<file path="src/rtl/reorder_buffer_pkg.sv">
// Shared types and constants for the reorder buffer slice.
// These mirror the core's global defines for data, register and ROB sizes.
package reorder_buffer_pkg;

    localparam int DEFAULT_ROB_SIZE     = 16;
    localparam int DEFAULT_ROB_ID_WIDTH = 5;
    localparam int DATA_WIDTH           = 32;
    localparam int REG_POS_WIDTH        = 5;

    typedef logic [DATA_WIDTH-1:0]    data_t;
    typedef logic [REG_POS_WIDTH-1:0] reg_pos_t;

    localparam reg_pos_t ZERO_REG = '0;

endpackage

</file>
<file path="src/rtl/reorder_buffer.sv">
// Circular in-order commit buffer: allocates per dispatch, captures CDB results,
// retires the head into the register file and flushes on a mispredicted jump.
module reorder_buffer
    import reorder_buffer_pkg::*;
#(
    parameter int ROB_SIZE     = DEFAULT_ROB_SIZE,
    parameter int ROB_ID_WIDTH = DEFAULT_ROB_ID_WIDTH
) (
    input  logic                    clk,
    input  logic                    rst,
    input  logic                    enable_sign_from_cmd,
    input  logic [4:0]              rd_from_cmd,
    input  logic                    is_jump_from_cmd,
    input  logic [31:0]             predicted_pc_from_cmd,
    output logic [ROB_ID_WIDTH-1:0] rob_id_to_cmd,
    output logic                    full_to_cmd,
    input  logic [ROB_ID_WIDTH-1:0] query_id1_from_cmd,
    input  logic [ROB_ID_WIDTH-1:0] query_id2_from_cmd,
    output logic                    query_ready1_to_cmd,
    output logic                    query_ready2_to_cmd,
    output logic [31:0]             query_V1_to_cmd,
    output logic [31:0]             query_V2_to_cmd,
    input  logic                    valid_from_cdb,
    input  logic [ROB_ID_WIDTH-1:0] rob_id_from_cdb,
    input  logic [31:0]             V_from_cdb,
    input  logic [31:0]             real_pc_from_cdb,
    output logic                    commit_sign_to_reg,
    output logic [31:0]             V_to_reg,
    output logic [ROB_ID_WIDTH-1:0] Q_to_reg,
    output logic [4:0]              rd_to_reg,
    output logic                    rollback_sign,
    output logic [31:0]             rollback_pc_to_if
);

    localparam int IDX_W = $clog2(ROB_SIZE);

    typedef logic [ROB_ID_WIDTH-1:0] rob_id_t;
    typedef logic [IDX_W-1:0]        idx_t;

    localparam rob_id_t INVALID_ROB = rob_id_t'(ROB_SIZE);

    logic     ent_busy    [ROB_SIZE];
    logic     ent_ready   [ROB_SIZE];
    reg_pos_t ent_rd      [ROB_SIZE];
    data_t    ent_value   [ROB_SIZE];
    logic     ent_is_jump [ROB_SIZE];
    data_t    ent_pred_pc [ROB_SIZE];
    data_t    ent_real_pc [ROB_SIZE];

    idx_t    head, tail;
    rob_id_t count;

    logic commit_now, mispredict, alloc, cdb_fwd, cdb_hit;
    idx_t cdb_idx, q1_idx, q2_idx;

    // IDs at or above ROB_SIZE (INVALID_ROB) never name a real entry.
    function automatic logic id_in_range(input rob_id_t id);
        return id[ROB_ID_WIDTH-1:IDX_W] == '0;
    endfunction

    assign rob_id_to_cmd = rob_id_t'(tail);
    assign full_to_cmd   = (count == INVALID_ROB) || rollback_sign;

    assign cdb_idx = rob_id_from_cdb[IDX_W-1:0];
    assign q1_idx  = query_id1_from_cmd[IDX_W-1:0];
    assign q2_idx  = query_id2_from_cmd[IDX_W-1:0];

    assign commit_now = ent_busy[head] && ent_ready[head] && !rollback_sign;
    assign mispredict = commit_now && ent_is_jump[head] && (ent_real_pc[head] != ent_pred_pc[head]);
    assign alloc      = enable_sign_from_cmd && !full_to_cmd;
    assign cdb_fwd    = valid_from_cdb && !rollback_sign;
    assign cdb_hit    = cdb_fwd && id_in_range(rob_id_from_cdb) && ent_busy[cdb_idx];

    // A same-cycle CDB broadcast wins over the stored entry so dispatch never misses a result.
    assign query_ready1_to_cmd = id_in_range(query_id1_from_cmd) &&
        ((cdb_fwd && rob_id_from_cdb == query_id1_from_cmd) || (ent_busy[q1_idx] && ent_ready[q1_idx]));
    assign query_V1_to_cmd = (cdb_fwd && rob_id_from_cdb == query_id1_from_cmd) ? V_from_cdb : ent_value[q1_idx];
    assign query_ready2_to_cmd = id_in_range(query_id2_from_cmd) &&
        ((cdb_fwd && rob_id_from_cdb == query_id2_from_cmd) || (ent_busy[q2_idx] && ent_ready[q2_idx]));
    assign query_V2_to_cmd = (cdb_fwd && rob_id_from_cdb == query_id2_from_cmd) ? V_from_cdb : ent_value[q2_idx];

    always_ff @(posedge clk) begin
        if (rst) begin
            head               <= '0;
            tail               <= '0;
            count              <= '0;
            commit_sign_to_reg <= 1'b0;
            rollback_sign      <= 1'b0;
            V_to_reg           <= '0;
            Q_to_reg           <= INVALID_ROB;
            rd_to_reg          <= ZERO_REG;
            rollback_pc_to_if  <= '0;
            for (int unsigned i = 0; i < ROB_SIZE; i++) begin
                ent_busy[i]  <= 1'b0;
                ent_ready[i] <= 1'b0;
            end
        end else begin
            commit_sign_to_reg <= commit_now;
            rollback_sign      <= mispredict;
            if (commit_now) begin
                V_to_reg  <= ent_value[head];
                Q_to_reg  <= rob_id_t'(head);
                rd_to_reg <= ent_rd[head];
            end
            // The mispredicted jump still retires its link value; everything younger is dropped.
            if (mispredict) begin
                rollback_pc_to_if <= ent_real_pc[head];
                head              <= '0;
                tail              <= '0;
                count             <= '0;
                for (int unsigned i = 0; i < ROB_SIZE; i++) begin
                    ent_busy[i]  <= 1'b0;
                    ent_ready[i] <= 1'b0;
                end
            end else begin
                if (alloc) begin
                    ent_busy[tail]    <= 1'b1;
                    ent_ready[tail]   <= 1'b0;
                    ent_rd[tail]      <= rd_from_cmd;
                    ent_is_jump[tail] <= is_jump_from_cmd;
                    ent_pred_pc[tail] <= predicted_pc_from_cmd;
                    tail              <= tail + 1'b1;
                end
                if (cdb_hit) begin
                    ent_ready[cdb_idx]   <= 1'b1;
                    ent_value[cdb_idx]   <= V_from_cdb;
                    ent_real_pc[cdb_idx] <= real_pc_from_cdb;
                end
                if (commit_now) begin
                    ent_busy[head]  <= 1'b0;
                    ent_ready[head] <= 1'b0;
                    head            <= head + 1'b1;
                end
                count <= count + rob_id_t'(alloc) - rob_id_t'(commit_now);
            end
        end
    end

endmodule

</file>
<file path="config.mk">
export PLATFORM = sky130hd
export DESIGN_NAME = reorder_buffer
export DESIGN_NICKNAME = d
export VERILOG_FILES = /design/src/rtl/reorder_buffer_pkg.sv /design/src/rtl/reorder_buffer.sv
export SDC_FILE = /design/constraint.sdc
export NUM_CORES = 2
export LEC_CHECK = 0
export BUFFER_PORTS_ARGS = -buffer_cell sky130_fd_sc_hd__buf_2
export CORE_AREA = 2 2 414 416
export DETAILED_ROUTE_END_ITERATION = 10
export DIE_AREA = 0 0 416 418
export PLACE_DENSITY_LB_ADDON = 0.12
export SLEW_MARGIN = 40
export SYNTH_ARGS = -nofsm -noshare
export SYNTH_HDL_FRONTEND = slang
export SYNTH_SLANG_ARGS = --single-unit
</file>
<file path="constraint.sdc">
create_clock -name clk -period 13.9 [get_ports clk]
set_input_delay 0.695 -clock clk [delete_from_list [all_inputs] [get_ports clk]]
set_output_delay 0.695 -clock clk [all_outputs]
set_load 0.05 [all_outputs]
</file>
==> reports/results.tsv <==
metric	value	unit
grt_pass1_vias	40407	
seq_area_frac_synth	67.93	%
worst_setup_path_start_kind	flip-flop	
p_clk_share	44.3	%
critPathMostFrequentCell	buf_4	
hold_violations	0	
drive_gt1_share	37.89	%
switching_share	22.11	%
setup_viol_count_final	0	
synth_warnings	0	
cp_max_fo	41	
grt_usage	25.03	%
overflow	0	
worstHoldStart	predicted_pc_from_cmd[29]	
multiInputGateArea	23250	µm²
synth_flop_cell	edfxtp_1	
drtIter0Drc	3923	
design.die.area	173900	µm²
grt_setup_unrepaired	false	
synth_area_leaders	edfxtp_1, mux4_2, dfxtp_1	
cts_setup_buffers	0	
drv_cap	0	
yosys.area.top_type	edfxtp_1	
reg_top3	ent_pred_pc: 512 flops, ent_real_pc: 512 flops, ent_value: 512 flops	
slew_headroom	39.54	%
slowest_stage	buf_4	
grt_pass1_wl	308.2	mm
dr_total_vias	39434	
core-area	169100	µm²
num_rows	151	
drc	0	
gp_congestion	0.8060	
layout_min_cycle_time	7.395	ns
leakage	26.47	nW
fp.dieW	416	µm
async_reset_ff_share	0	%
syn-instance-count	3594	
ios	269	
slowest_delay	0.74	ns
routed_wl	216.7	mm
final_util	51.12	%
max_freq	0.1352	GHz
ys_ff_latch	1757	
ir_worst_vdd	0.1234	mV
seq_power_share	50.6	%
combPwrFrac	5.1	%
end_kind	flip-flop	
p_int	0.008962	W
syn_avg_cell_area	21.10	µm²
htreeDepth	4	
hpwlAfterDp	128.0	mm
synth_cell_types	58	
clk_latency	0.83	ns
n_fill_cell	13333	
dr.pass1.iters	5	
power.switching	0.002544	W
nNetsFinal	4032	
fin_tns_setup	0	ns
regArea	51540	µm²
cts_hold_buffers	0	
root_buffer	clkbuf_16	
ant_nets	0	
initial_utilization	44.84	%
syn_to_final_growth	13.99	%
maxSlewViolCount	0	
cts_made_buffers	187	
cts_resized	0	
synthesis.nets	3730	
worstPathCellList	buf_4, nor2_4, buf_4, buf_4, a221oi_1, o21ai_0, a21boi_0, o21ai_1, nor4_1, and4_1, buf_4, o21ai_4, buf_4, nor4_4, buf_4, buf_4	
final_common_cell	edfxtp_1	
wl_per_cell	34.51	µm
cts_buffer_depth	3	
post_dp_cell_area	80010	µm²
numPortBuffers	267	
final_cell_area	86440	µm²
skew	0.04004	ns
grt_antenna_before_repair	30	
status	finished, final reports clean	
worstHoldPathType	input pin to flip-flop	
arrival	7.82	ns
cts_tree	built	
synth.top_cell.area_share	64.63	%
worst_pin_slew	0.9069	ns
mostFrequentLayoutCells	edfxtp_1, mux4_2, buf_2	
power_density	133.1	nW/µm²
min_period_over_period	53.20	%
clock-sinks	1757	
cp.required	14.33	ns
die_h	418	µm
vias_per_cell	6.280	
synthesis.area	75830	µm²
grt_max_degree	122	
path_class	flip-flop to flip-flop	
synth_enable_flop_cells	1632	
clkSlewWorstSetupHoldPaths	0.06	ns
-- Yosys cell counts (14+ instances only) --
cell type / n
edfxtp_1: 1632
mux4_2: 764
mux2i_1: 140
dfxtp_1: 125
clkbuf_1: 124
nor2_1: 103
buf_1: 65
mux2_2: 64
a221oi_1: 54
nand2_1: 49
nor3_1: 49
a21oi_1: 40
a22oi_1: 40
o21ai_0: 36
nand3_1: 32
buf_2: 26
buf_6: 23
xnor2_1: 21
xor2_1: 21
inv_1: 20
buf_4: 19
ha_1: 14
-- per-stage QoR --
step	worst slack (ns)	instances	hold slack [ns]	power [W]
2_1_floorplan	4.259	3594	0.4438	0.006290
3_3_place_gp	6.491	5915	0.4517	0.006524
3_5_place_dp	6.589	5921	0.4554	0.006528
4_1_cts	6.546	6273	0.1687	0.01161
5_1_grt	6.308	6278	0.2038	0.01184
6_report	6.505	6279	0.2345	0.01151
-- logic make-up after synthesis --
group,Yosys count,synth area share [%]
other,1,0.004946
AOI/OAI and AO/OA,238,2.224
adders and majority gates,15,0.2574
DFF,1757,67.93
and+or+nand+nor,292,1.848
muxes,968,25.49
xor gates and xnor gates,42,0.4851
buffers and inverters,281,1.757
-- layer usage --
layer	global-route usage [%]	vias to the layer above	share of wire (%)
li1	-	16156	-
met1	32.96	21492	40
met2	43.51	1404	52
met3	3.564	366	5.3
met4	7.143	16	2.9
met5	0	-	0.048
-- power groups by stage --
| stage | sequential [W] | combinational, W | clock [W] |
|---|---|---|---|
| after floorplan | 0.00594 | 0.000353 | 0 |
| after global placement | 0.00593 | 0.000592 | 0 |
| after detailed placement | 0.00593 | 0.000596 | 0 |
| after CTS | 0.00582 | 0.000597 | 0.00520 |
| after global routing | 0.00582 | 0.000625 | 0.00539 |
| final | 0.00582 | 0.000588 | 0.00510 |
-- final timing paths --
check                          endpoint  slack (ns)  cells past startpoint
setup reg to reg       ent_value[1][14]        6.51                     16
setup / recovery       ent_value[1][14]        6.51                     16
hold reg to reg   rollback_pc_to_if[10]        0.46                      2
hold / removal      ent_pred_pc[11][29]        0.23                      1
-- area by class of cell --
class                           count  area share (%)
Timing Repair Buffer              371           2.852
Tap cell                         2218           3.211
Sequential cell                  1757           59.62
Clock buffer                      230           5.754
Antenna cell                        2        0.005790
Multi-Input combinational cell   1556           26.90
Inverter                           23          0.1028
Clock inverter                    122           1.553
-- worst max-delay path, delay by kind of cell (launching register included) --
family / cells / cell delay (ns)
buffers and inverters: 7 / 3.24
AND/OR/NAND/NOR: 4 / 1.52
AO/OA/AOI/OAI: 5 / 1.42
flip-flops: 1 / 0.65
Power figures use the tool's default switching activity.
